<file path="src/rtl/alu_sequencer_if.sv">
// rtl/alu_sequencer_if.sv - instruction and response handshake bundle for the ALU sequencer
interface alu_sequencer_if;
  logic        instr_valid;
  logic        instr_ready;
  logic [31:0] instr;
  logic        resp_valid;
  logic        resp_ready;
  logic [31:0] resp_data;
  logic        resp_err;

  // Issuing side: offers instructions and consumes responses.
  modport master (
    output instr_valid, instr, resp_ready,
    input  instr_ready, resp_valid, resp_data, resp_err
  );

  // Sequencer side.
  modport slave (
    input  instr_valid, instr, resp_ready,
    output instr_ready, resp_valid, resp_data, resp_err
  );
endinterface

</file>
<file path="src/rtl/alu_sequencer.sv">
// rtl/alu_sequencer.sv - multi-cycle controller sequencing the external 32-bit ALU
module alu_sequencer #(
  parameter int NREGS  = 8,
  parameter int ADDR_W = 3,
  parameter int IMM_W  = 16
) (
  input  logic              clk,
  input  logic              rst_n,
  alu_sequencer_if.slave    bus,
  output logic [31:0]       alu_a,
  output logic [31:0]       alu_b,
  output logic [4:0]        alu_op,
  input  logic [31:0]       alu_out,
  input  logic [5:0]        alu_flags,
  output logic [5:0]        status,
  input  logic [ADDR_W-1:0] dbg_addr,
  output logic [31:0]       dbg_data,
  output logic              busy
);

  localparam logic [4:0] OP_LD  = 5'h01;
  localparam logic [4:0] OP_ADD = 5'h03;
  localparam logic [4:0] OP_SUB = 5'h04;
  localparam logic [4:0] OP_AND = 5'h05;
  localparam logic [4:0] OP_OR  = 5'h06;
  localparam logic [4:0] OP_XOR = 5'h07;
  localparam logic [4:0] OP_NOT = 5'h08;
  localparam logic [4:0] OP_SL  = 5'h09;
  localparam logic [4:0] OP_SR  = 5'h0A;

  typedef enum logic [1:0] {S_IDLE, S_ISSUE, S_RESP} state_t;

  state_t state, state_nxt;

  logic [31:0]       regs [NREGS];
  logic [ADDR_W-1:0] rd_q;
  logic [31:0]       resp_data_q;
  logic              resp_err_q;
  logic [5:0]        status_q;

  // Instruction fields
  logic [4:0]        f_op;
  logic [ADDR_W-1:0] f_rd, f_rs1, f_rs2;
  logic              f_imm_sel;
  logic [31:0]       f_imm;
  logic              unused_instr;

  assign f_op         = bus.instr[31:27];
  assign f_rd         = bus.instr[24 +: ADDR_W];
  assign f_rs1        = bus.instr[21 +: ADDR_W];
  assign f_rs2        = bus.instr[18 +: ADDR_W];
  assign f_imm_sel    = bus.instr[17];
  assign f_imm        = {{(32-IMM_W){1'b0}}, bus.instr[IMM_W-1:0]};
  assign unused_instr = bus.instr[16];

  logic        op_legal;
  logic [31:0] src_a, src_b;
  logic [31:0] issue_b;
  logic [4:0]  issue_op;
  logic        accept;

  assign src_a  = regs[f_rs1];
  assign src_b  = f_imm_sel ? f_imm : regs[f_rs2];
  assign accept = (state == S_IDLE) && bus.instr_valid;

  // Opcode legality and shift-operand shaping (zero shift becomes a pass-through LD)
  always_comb begin
    op_legal = 1'b0;
    issue_op = f_op;
    issue_b  = src_b;
    case (f_op)
      OP_LD, OP_ADD, OP_SUB, OP_AND, OP_OR, OP_XOR, OP_NOT: op_legal = 1'b1;
      OP_SL, OP_SR: begin
        op_legal = 1'b1;
        if (src_b == 32'd0)
          issue_op = OP_LD;
        else if (src_b > 32'd32)
          issue_b = 32'd32;
      end
      default: op_legal = 1'b0;
    endcase
  end

  // State register
  always_ff @(posedge clk or negedge rst_n) begin
    if (!rst_n)
      state <= S_IDLE;
    else
      state <= state_nxt;
  end

  // Next-state logic
  always_comb begin
    state_nxt = state;
    case (state)
      S_IDLE:  if (bus.instr_valid) state_nxt = op_legal ? S_ISSUE : S_RESP;
      S_ISSUE: state_nxt = S_RESP;
      S_RESP:  if (bus.resp_ready) state_nxt = S_IDLE;
      default: state_nxt = S_IDLE;
    endcase
  end

  // Operand issue, result capture, writeback and status update
  always_ff @(posedge clk or negedge rst_n) begin
    if (!rst_n) begin
      alu_a       <= '0;
      alu_b       <= '0;
      alu_op      <= '0;
      rd_q        <= '0;
      resp_data_q <= '0;
      resp_err_q  <= 1'b0;
      status_q    <= '0;
      for (int i = 0; i < NREGS; i++)
        regs[i] <= '0;
    end else begin
      if (accept) begin
        if (op_legal) begin
          alu_a  <= src_a;
          alu_b  <= issue_b;
          alu_op <= issue_op;
          rd_q   <= f_rd;
        end else begin
          resp_data_q <= '0;
          resp_err_q  <= 1'b1;
        end
      end
      if (state == S_ISSUE) begin
        resp_data_q <= alu_out;
        resp_err_q  <= 1'b0;
        alu_op      <= '0;
        if (rd_q != '0)
          regs[rd_q] <= alu_out;
        if (alu_op != OP_LD)
          status_q <= alu_flags;
      end
    end
  end

  assign bus.instr_ready = (state == S_IDLE);
  assign bus.resp_valid  = (state == S_RESP);
  assign bus.resp_data   = resp_data_q;
  assign bus.resp_err    = resp_err_q;
  assign status          = status_q;
  assign busy            = (state != S_IDLE);
  assign dbg_data        = regs[dbg_addr];

endmodule

</file>
<file path="src/flat_wrapper.sv">
// flat-port wrapper written by rule: the top's interface ports become plain ports
module alu_sequencer_flat 
#(
  parameter int NREGS  = 8,
  parameter int ADDR_W = 3,
  parameter int IMM_W  = 16
)
  (clk, rst_n, alu_a, alu_b, alu_op, alu_out, alu_flags, status, dbg_addr, dbg_data, busy, bus_instr_valid, bus_instr, bus_resp_ready, bus_instr_ready, bus_resp_valid, bus_resp_data, bus_resp_err);
  alu_sequencer_if bus_i ();
  input  logic clk;
  input  logic rst_n;
  output logic [31:0] alu_a;
  output logic [31:0] alu_b;
  output logic [4:0] alu_op;
  input  logic [31:0] alu_out;
  input  logic [5:0] alu_flags;
  output logic [5:0] status;
  input  logic [ADDR_W-1:0] dbg_addr;
  output logic [31:0] dbg_data;
  output logic busy;
  input wire logic [$bits(bus_i.instr_valid)-1:0] bus_instr_valid;
  input wire logic [$bits(bus_i.instr)-1:0] bus_instr;
  input wire logic [$bits(bus_i.resp_ready)-1:0] bus_resp_ready;
  output wire logic [$bits(bus_i.instr_ready)-1:0] bus_instr_ready;
  output wire logic [$bits(bus_i.resp_valid)-1:0] bus_resp_valid;
  output wire logic [$bits(bus_i.resp_data)-1:0] bus_resp_data;
  output wire logic [$bits(bus_i.resp_err)-1:0] bus_resp_err;
  assign bus_i.instr_valid = bus_instr_valid;
  assign bus_i.instr = bus_instr;
  assign bus_i.resp_ready = bus_resp_ready;
  assign bus_instr_ready = bus_i.instr_ready;
  assign bus_resp_valid = bus_i.resp_valid;
  assign bus_resp_data = bus_i.resp_data;
  assign bus_resp_err = bus_i.resp_err;
  alu_sequencer #(.NREGS(NREGS), .ADDR_W(ADDR_W), .IMM_W(IMM_W)) u_core (.clk(clk), .rst_n(rst_n), .bus(bus_i), .alu_a(alu_a), .alu_b(alu_b), .alu_op(alu_op), .alu_out(alu_out), .alu_flags(alu_flags), .status(status), .dbg_addr(dbg_addr), .dbg_data(dbg_data), .busy(busy));
endmodule
</file>
<file path="config.mk">
export PLATFORM = sky130hd
export DESIGN_NAME = alu_sequencer_flat
export DESIGN_NICKNAME = d
export VERILOG_FILES = /design/src/rtl/alu_sequencer_if.sv /design/src/rtl/alu_sequencer.sv /design/src/flat_wrapper.sv
export SDC_FILE = /design/constraint.sdc
export NUM_CORES = 1
export LEC_CHECK = 0
export BUFFER_PORTS_ARGS = -buffer_cell sky130_fd_sc_hd__buf_2
export CORE_MARGIN = 5
export CORE_UTILIZATION = 59
export CTS_CLUSTER_SIZE = 12
export DETAILED_ROUTE_END_ITERATION = 12
export PLACE_DENSITY = 0.8
export SLEW_MARGIN = 20
export SYNTH_ARGS = -nofsm -noshare
export SYNTH_HDL_FRONTEND = slang
export SYNTH_SLANG_ARGS = --single-unit
</file>
<file path="constraint.sdc">
create_clock -name clk -period 3.5 [get_ports clk]
set_input_delay 0.525 -clock clk [delete_from_list [all_inputs] [get_ports clk]]
set_output_delay 0.525 -clock clk [all_outputs]
set_load 0.02 [all_outputs]
</file>
## Yosys cells after proc, flatten, opt, wreduce, memory -nomap -nowiden

Cells that the tools add are included.

| word-level totals | value |
|---|---|
| register bits after elaboration | 369 |
| latch bits | 0 |
| bits in writable memories | 0 |
| memory bits (read-only) | 0 |
| bits of input ports | 77 |
| output and inout port bits | 143 |
| logic and storage cells | 89 |
| memories | 0 |

| operators by class | value |
|---|---|
| $add $sub $neg | 0 |
| multiply operators | 0 |
| div/mod/pow operators | 0 |
| order comparisons | 6 |
| eq/ne operators | 15 |
| shifts and indexed selects | 0 |
| muxes and demuxes | 32 |
| bitwise logic cells | 4 |
| reductions and logical operators | 16 |

Operators by type and width:

| cell | number |
|---|---|
| 2-to-1 mux 32 bit | 14 |
| binary-select mux 32 bit (select 3 bit) | 3 |
| bitwise mux 256 bit | 1 |
| demux 32 bit (select 3 bit) | 1 |
| greater-than comparator 32 x 6 -> 1 bit (second input constant) | 1 |
| logical NOT 32 bit | 1 |
| 2-to-1 mux 5 bit | 5 |
| equality test 5 x 3 -> 1 bit (second input constant) | 4 |
| greater-or-equal comparator 4 bit (second input constant) | 4 |
| NOT 3 -> 4 bit | 4 |
| equality test 5 x 4 -> 1 bit (second input constant) | 3 |
| AND reduction 2 bit | 6 |
| OR reduction 9 bit | 1 |
| 2-to-1 mux 2 bit | 3 |
| inequality test 2 bit (second input constant) | 3 |
| one-hot mux 2 bit (3 select lines) | 1 |
| nonzero test 2 bit | 3 |
| equality test 5 x 1 -> 1 bit (second input constant) | 1 |
| equality test 5 x 2 -> 1 bit (second input constant) | 1 |
| inequality test 5 x 1 -> 1 bit (second input constant) | 1 |
| less-than comparator 4 x 1 -> 1 bit (second input constant) | 1 |
| 2-to-1 mux 1 bit | 4 |
| nonzero test 3 bit | 1 |
| equality test 2 x 1 -> 1 bit (second input constant) | 1 |
| other kinds (4) | 5 |

## Longest topological paths before layout

Gate-level depths: netlist (run 1).

| logic depth | value |
|---|---|
| depth after elaboration | 11 |
| depth in mapped cells | 10 |
| depth with buffers taken out | 7 |

## Worst setup path before layout (run 1)

OpenSTA, ideal clock, no wires.

| path | value |
|---|---|
| kind | input port to flip-flop |
| start point | input port bus_instr[20] |
| end point | register u_core.alu_b[0] |
| library setup time | 0.074 ns |
| arrival time | 2.873 ns |
| setup slack | 0.553 ns |
| stages on the path | 7 |
| cells stage by stage | buf_1 mux4_2 or4_4 a2111oi_4 o2111ai_2 o41a_4 o21ai_2 |

| between the ends | value |
|---|---|
| longest elaborated chain between the ends | 9 |
| elaborated cells between the ends (all ways) | 10 |
| classes of those cells | order compare: 1; mux: 7; bitwise: 1; reduce/logical: 1 |

Ends and longest elaborated chain:

| what | line | RTL |
|---|---|---|
| from (decl) | flat_wrapper.sv:22 | `input wire logic [$bits(bus_i.instr)-1:0] bus_instr;` |
| NOT 3 -> 4 bit (not written as such) * | alu_sequencer.sv:63 | `assign src_b = f_imm_sel ? f_imm : regs[f_rs2];` |
| binary-select mux 32 bit (select 3 bit) * | alu_sequencer.sv:63 |  |
| 2-to-1 mux 32 bit (not written as such) * (2 in series) | alu_sequencer.sv:63 |  |
| 2-to-1 mux 32 bit * | alu_sequencer.sv:63 |  |
| greater-than comparator 32 x 6 -> 1 bit | alu_sequencer.sv:77 | `else if (src_b > 32'd32)` |
| 2-to-1 mux 32 bit | alu_sequencer.sv:77 |  |
| 2-to-1 mux 32 bit | alu_sequencer.sv:75 | `if (src_b == 32'd0)` |
| 2-to-1 mux 32 bit * | alu_sequencer.sv:71 | `case (f_op)` |
| to (signal assigned) | alu_sequencer.sv:119 | `alu_b <= issue_b;` |
| to (decl) | alu_sequencer.sv:11 | `output logic [31:0] alu_b,` |

Mark *: on every way between the ends. The rest lies on a longest branch, timed or not. The select of a mux whose other input is x is not followed.
A chain may end at the register's enable or synchronous reset.

## Worst setup path after layout (run 1)

| path | value |
|---|---|
| start point | input port bus_instr[18] |
| end point | register u_core.alu_op[1] |

| between the ends | value |
|---|---|
| longest elaborated chain between the ends | 11 |

Ends and longest elaborated chain:

| what | line | RTL |
|---|---|---|
| NOT 3 -> 4 bit (not written as such) | alu_sequencer.sv:63 |  |
| binary-select mux 32 bit (select 3 bit) | alu_sequencer.sv:63 |  |
| 2-to-1 mux 32 bit (not written as such) (2 in series) | alu_sequencer.sv:63 |  |
| 2-to-1 mux 32 bit | alu_sequencer.sv:63 |  |
| logical NOT 32 bit | alu_sequencer.sv:75 |  |
| 2-to-1 mux 5 bit | alu_sequencer.sv:75 |  |
| 2-to-1 mux 5 bit | alu_sequencer.sv:71 |  |
| 2-to-1 mux 5 bit | alu_sequencer.sv:117 | `if (op_legal) begin` |
| 2-to-1 mux 5 bit | alu_sequencer.sv:116 | `if (accept) begin` |
| 2-to-1 mux 5 bit | alu_sequencer.sv:127 | `if (state == S_ISSUE) begin` |
| to (signal assigned) | alu_sequencer.sv:120 | `alu_op <= issue_op;` |
| to (decl) | alu_sequencer.sv:12 | `output logic [4:0] alu_op,` |

No other way between the ends. The select of a mux whose other input is x is not followed.

==> reports/results.tsv, run 1 <==
stage	metric	value	unit
die	row_count	66	
logic_synthesis	yosys_warnings	0	
die	ios	220	
pwr	p_leak	10.40	nW
timing	max_freq	337.9	MHz
route	drtIter0Drc	1228	
clock_network	holdBufCountCts	0	
cells_and_area	layout.cells.non_filler	1991	
placement	place_hpwl	34880	um
cells_and_area	layout.nets	1598	
cells_and_area	area.growth.synth_to_final	15.74	%
die	initial_core_util	0.5982	
die	core_region_area	32540	um2
clock_network	clkTransAtPathRegs	0.06	ns
pwr	power	16.22	mW
grt	grt_pass1_vias	13790	
route	avgRoutedWirePerCell	26.90	um
timing	setup_violations	0	
route	route.detailed.drc	0	
timing	finalClockSkew	0.02289	ns
critical_path	worst_setup_path_end_kind	register	
critical_path	r2r_end	u_core.alu_b[0]	
logic_synthesis	async_flop_share	1.000	
logic_synthesis	syn_area_per_cell	14.51	um2
clock_network	ctsResizeCount	0	
placement	place.gp.congestion	0.8675	
timing	rsz0062_at_grt	false	
critical_path	critPathKind	in2reg	
grt	antenna_found_initial	1	
logic_synthesis	synth-xor-area-share	0.0004500	
logic_synthesis	synth-compound-area-share	0.05053	
grt	grt_pass1_wl	83430	um
logic_synthesis	synth_top_family_by_area	multiplexers	
route	antenna_left	0	
critical_path	crit_required	3.91	ns
clock_network	root_buffer	clkbuf_16	
timing	slew_viol_final	0	
critical_path	r2r_setup_slack	0.64	ns
placement	dp.cells	1920	
logic_synthesis	synthMuxAreaShare	0.4055	
critical_path	cp_max_fo	18	
critical_path	critPathArrivalTime	3.37	ns
timing	maxSlewHeadroom	0.3197	
logic_synthesis	synthAdderAreaFrac	0	
logic_synthesis	ys_seq_elements	369	
logic_synthesis	synth_cells	1341	
timing	setup_ws	0.5404	ns
cells_and_area	layout_commonest_cell	dfrtp_1	
critical_path	r2r-start	u_core.regs[55]	
cells_and_area	num_antenna_cells	0	
route	vias	13240	
clock_network	cts_buffer_depth	3	
critical_path	cp-start-kind	input port	
logic_synthesis	synth_flop_cell	dfrtp_1	
cells_and_area	multi_input_area	9699	um2
pwr	powerDensity	720.2	nW/um2
cells_and_area	num-fill-cells	2256	
clock_network	numCtsBuffers	41	
route	via_per_inst	6.649	
grt	grt_overflow	0	
placement	place_ws	0.0001958	ns
clock_network	h-tree-depth	2	
grt	grt_usage	0.2971	
timing	post-route-period-util	0.8456	
logic_synthesis	yosys.area_share.simple	0.03908	
logic_synthesis	synthesis.area	19460	um2
logic_synthesis	synth-edff-count	0	
cells_and_area	final_cell_mix	369 x dfrtp_1, 275 x mux2_2, 214 x buf_2	
timing	finalHoldViolCount	0	
logic_synthesis	netlist-cell-type-count	47	
placement	port_buffers	218	
run	max_cap_viol_count	0	
cells_and_area	final_util	0.6924	
logic_synthesis	syn_nets	1418	
die	die_h	191.6	um
grt	grt_max_degree	99	
logic_synthesis	yosysSeqAreaShare	0.4744	
clock_network	clk_latency	0.54	ns
cells_and_area	drive_above_1_share	0.5216	
hold_path	hold_path_class	in2async	
die	dieWidth	191.6	um
outcome	outcome	completed	
die	die_area	36720	um2
clock_network	cts_tree	yes	
critical_path	r2r_cells	8	
timing	fin_tns_setup	0	ns
route	wirelength	53560	um
timing	tightest_slew	1.020	ns
clock_network	clock_sinks	369	
cells_and_area	regArea	9234	um2
timing	fin_crit	2.960	ns
pwr	peakVddDrop	479.5	uV
route	first_pass_iters	5	
clock_network	post_cts_buffers	0	
-- metal layers --
| layer | vias up | wire, um | GRT usage |
|---|---|---|---|
| li1 | 5509 | - | - |
| met1 | 6918 | 20830 | 0.4084 |
| met2 | 681 | 26130 | 0.4809 |
| met3 | 129 | 4665 | 0.06125 |
| met4 | 2 | 1924 | 0.1011 |
| met5 | - | 10 | 0 |
-- stage by stage --
stage	hold WS [ns]	instance area [um2]
2_1_floorplan	0.2294	19460
3_3_place_gp	0.3995	21200
3_5_place_dp	0.4040	21200
4_1_cts	0.06580	22530
5_1_grt	0.1022	22530
6_report	0.03386	22530
-- cell type report --
class / instances / area share
multi-input combinational: 830 / 0.4306
sequential: 369 / 0.4099
timing repair buffer: 276 / 0.07576
clock buffer: 63 / 0.05554
tap: 442 / 0.02455
clock inverter: 8 / 0.003166
inverter: 3 / 0.0004999
-- cells in the mapped netlist, types with 3 or more instances --
cell / instances / area (um2)
nor4_1: 7 / 43.79
mux2i_1: 76 / 760.7
nor3_1: 17 / 85.08
clkbuf_1: 98 / 367.9
nor2_1: 13 / 48.80
inv_1: 3 / 11.26
mux4_2: 178 / 4009
o21ai_2: 5 / 43.79
nand2b_1: 4 / 25.02
o31ai_1: 7 / 52.55
a22o_1: 47 / 411.6
dfrtp_1: 369 / 9234
a21oi_1: 5 / 25.02
buf_1: 26 / 97.59
nand2_1: 88 / 330.3
nor2b_1: 5 / 31.28
nor3b_1: 10 / 75.07
nand3_1: 3 / 15.01
buf_2: 10 / 50.05
o21ai_0: 57 / 285.3
o22ai_1: 5 / 31.28
mux2_2: 275 / 3097
-- cells by family (layout without fill, tap and decap cells) --
| group | Yosys count | in the layout |
|---|---|---|
| buffers and inverters | 142 | 350 |
| AND/OR/NAND/NOR | 161 | 161 |
| flip-flops | 369 | 369 |
| AO/OA/AOI/OAI | 138 | 138 |
| multiplexers | 530 | 530 |
| XOR/XNOR | 1 | 1 |
-- power breakdown --
| part | internal [mW] | switching (mW) |
|---|---|---|
| clock | 2.53 | 1.70 |
| combinational | 2.77 | 2.39 |
| sequential | 5.60 | 1.25 |
| total | 10.9 | 5.33 |
-- worst max-delay path by stage --
stage                              from          endpoint  depth (start not counted)
after floorplan           bus_instr[20]   u_core.alu_b[0]                          7
after global placement    bus_instr[18]  u_core.alu_op[1]                         10
after detailed placement  bus_instr[18]  u_core.alu_op[1]                         10
after CTS                 bus_instr[18]  u_core.alu_op[1]                         10
after global routing      bus_instr[18]  u_core.alu_op[3]                         10
final                     bus_instr[18]  u_core.alu_op[1]                         10
-- critical path, stage by stage --
cell	delay, ns
buf_4	0.35
buf_4	0.30
mux4_2	0.52
a222oi_1	0.39
and3b_1	0.21
nand4_1	0.19
or3_1	0.41
nor4_1	0.20
buf_4	0.17
o21ai_0	0.09
-- registers in the layout (all words and copies together) (netlist names) --
signal                count
u_core.status             6
u_core.rd_q               3
u_core.state              2
u_core.regs             256
u_core.alu_b             32
u_core.alu_op             5
u_core.alu_a             32
u_core.bus.resp_data     32
u_core.bus.resp_err       1
Note: power is estimated with default switching activity, not from simulation.
==> run 2, diff against run 1 <==
--- a/config.mk
+++ b/config.mk
@@ -7,10 +7,10 @@
 export LEC_CHECK = 0
 export BUFFER_PORTS_ARGS = -buffer_cell sky130_fd_sc_hd__buf_2
 export CORE_MARGIN = 5
-export CORE_UTILIZATION = 59
+export CORE_UTILIZATION = 54
 export CTS_CLUSTER_SIZE = 12
 export DETAILED_ROUTE_END_ITERATION = 12
-export PLACE_DENSITY = 0.8
+export PLACE_DENSITY = 0.77
 export SLEW_MARGIN = 20
 export SYNTH_ARGS = -nofsm -noshare
 export SYNTH_HDL_FRONTEND = slang
==> constraint.sdc (replaced) <==
create_clock -name clk -period 2.6 [get_ports clk]
set_input_delay 0.39 -clock clk [delete_from_list [all_inputs] [get_ports clk]]
set_output_delay 0.39 -clock clk [all_outputs]
set_load 0.02 [all_outputs]
==> reports/results.tsv, run 2 (synthesized netlist as in run 1, its figures left out) <==
stage	metric	value	unit	change
critical_path	critical_path.max_stage_delay	0.48	ns	-0.04 ns
clock_network	clock_sinks	369		unchanged
timing	slew_viol_final	0		unchanged
clock_network	cts_buffer_depth	3		unchanged
run	max_cap_viol_count	0		unchanged
critical_path	path_cells	mux4_2 -> o41ai_1 -> buf_4 -> nor4bb_2 -> o2111ai_4 -> o41a_4 -> o21ai_2		
critical_path	critPathKind	reg2reg		
grt	grt_overflow	0		unchanged
cells_and_area	final_util	0.6516		-0.04071
placement	place_hpwl	37110	um	+6.4%
critical_path	critPathArrivalTime	3.20	ns	-0.17 ns
timing	finalClockSkew	0.01456	ns	-0.008334 ns
clock_network	cts_tree	yes		
timing	rsz0062_at_grt	true		
die	ios	220		unchanged
cells_and_area	layout.cells.non_filler	2067		+3.8%
cells_and_area	final_cell_mix	369 x dfrtp_1, 275 x mux2_2, 214 x buf_2		
clock_network	numCtsBuffers	41		unchanged
die	dieWidth	199.9	um	+4.3%
placement	dpl-instance-area	21830	um2	+3.0%
cells_and_area	drive_above_1_share	0.5392		+0.01760
cells_and_area	num-fill-cells	2552		+13%
route	avgRoutedWirePerCell	26.82	um	-0.30%
cells_and_area	layout.nets	1656		+3.6%
clock_network	clk_latency	0.54	ns	about the same
cells_and_area	num_antenna_cells	0		unchanged
critical_path	cp_max_fo	5		-13
critical_path	cp_num_buf_inv	1		-2
timing	post-route-period-util	1.053		
clock_network	clkTransAtPathRegs	0.06	ns	about the same
cells_and_area	area.growth.synth_to_final	19.09	%	
critical_path	worst_setup_path_end_kind	register		
route	antenna_left	0		unchanged
critical_path	cp-start-kind	register		
timing	setup_violations	8		+8
route	via_per_inst	6.498		-2.3%
timing	maxSlewHeadroom	0.5376		+0.2179
critical_path	cp_top_family	compound AO/OA/AOI/OAI gates		
grt	grt_pass1_vias	13900		+0.77%
timing	finalHoldViolCount	0		unchanged
clock_network	h-tree-depth	2		unchanged
cells_and_area	final_cell_area	23180	um2	+2.9%
route	vias	13430		+1.5%
timing	whs	0.03536	ns	+0.001498 ns
pwr	powerDensity	954.4	nW/um2	+33%
timing	fin_crit	2.739	ns	
grt	grt_pass1_wl	85510	um	+2.5%
die	die_area	39940	um2	+8.8%
pwr	peakVddDrop	619.5	uV	+29%
cells_and_area	largest_register	u_core.regs		
cells_and_area	layout_commonest_cell	dfrtp_1		
die	row_count	69		+4.5%
outcome	failed_checks	setup timing		
grt	grt_usage	0.2807		-0.01632
outcome	outcome	finished with violations		
grt	antenna_found_initial	3		+2
placement	dp.cells	1994		+3.9%
pwr	power	22.12	mW	+36%
route	drtIter0Drc	1128		-8.1%
timing	max_freq	365.1	MHz	
critical_path	slowest_stage	mux4_2		
die	core_region_area	35570	um2	+9.3%
placement	place.gp.congestion	0.8721		+0.53%
grt	grt_max_degree	72		-27%
timing	setup_ws	-0.1389	ns	-0.6793 ns
route	wirelength	55440	um	+3.5%
die	initial_core_util	0.5472		-0.05101
timing	tightest_slew	0.6936	ns	-0.3268 ns
hold_path	hold_path_class	in2reg		
placement	place_ws	-0.6259	ns	-0.6260 ns
timing	fin_tns_setup	-0.9814	ns	-0.9814 ns
die	die_h	199.9	um	+4.3%
route	first_pass_iters	7		+2
route	route.detailed.drc	0		unchanged
pwr	p_leak	10.73	nW	+3.2%
critical_path	crit_required	3.06	ns	-0.85 ns
cells_and_area	largest_register_ffs	256		unchanged
placement	port_buffers	218		unchanged
clock_network	root_buffer	clkbuf_16		
==> run 2: cell types whose count changed in the layout (fill, tap and decap cells not counted), sizes merged <==
cell / previous run / this run
inv: 4 / 6
clkinvlp: 1 / 0
bufinv: 1 / 3
clkbuf: 63 / 57
buf: 276 / 333
dlygate4sd3: 0 / 1
clkinv: 5 / 7
==> run 2: path summary, 6_finish.rpt <==
check | start | endpoint | slack, ns | cells after the start
hold reg to reg | u_core.regs[229] | u_core.regs[229] | 0.42 | 0
min in group asynchronous | rst_n | u_core.regs[192] | 0.43 | 2
setup / recovery | u_core.regs[183] | u_core.alu_b[1] | -0.14 | 7
setup reg to reg | u_core.regs[183] | u_core.alu_b[1] | -0.14 | 7
max in group asynchronous | rst_n | u_core.regs[203] | 1.36 | 3
hold / removal | bus_resp_ready | u_core.state[1] | 0.04 | 2
==> run 2: area by class of cell <==
class | instances | area [um2] | share of cell area
Sequential cell | 369 | 9234 | 0.3984
Inverter | 3 | 11.26 | 0.0004858
Tap cell | 461 | 576.8 | 0.02489
Clock buffer | 57 | 1126 | 0.04858
Timing Repair Buffer | 334 | 2332 | 0.1006
Multi-Input combinational cell | 830 | 9743 | 0.4204
Clock inverter | 13 | 155.1 | 0.006694
==> run 2: repair_timing <==
item                                    4_1_cts  5_1_grt
setup buffers                                 1        1
endpoints found under the setup margin        8        9
pin swaps                                     0        2
hold endpoints to repair                     64        0
gates cloned                                  0        0
hold buffers                                  1        0
gates resized for setup                       1        4
==> run 2: power by group <==
| group | switching [mW] | total (mW) | leakage (nW) | internal [mW] |
|---|---|---|---|---|
| registers | 1.71 | 9.24 | 4.81 | 7.53 |
| logic | 3.32 | 7.21 | 5.29 | 3.90 |
| clock network | 2.34 | 5.67 | 0.632 | 3.32 |
| total | 7.37 | 22.1 | 10.7 | 14.8 |
==> run 2: metal layers <==
metal,vias up,GRT usage,routed length [um]
met5,-,0,34
met4,6,0.09333,1792
met3,128,0.05824,4571
met2,660,0.4422,26600
met1,7012,0.3978,22440
li1,5626,-,-
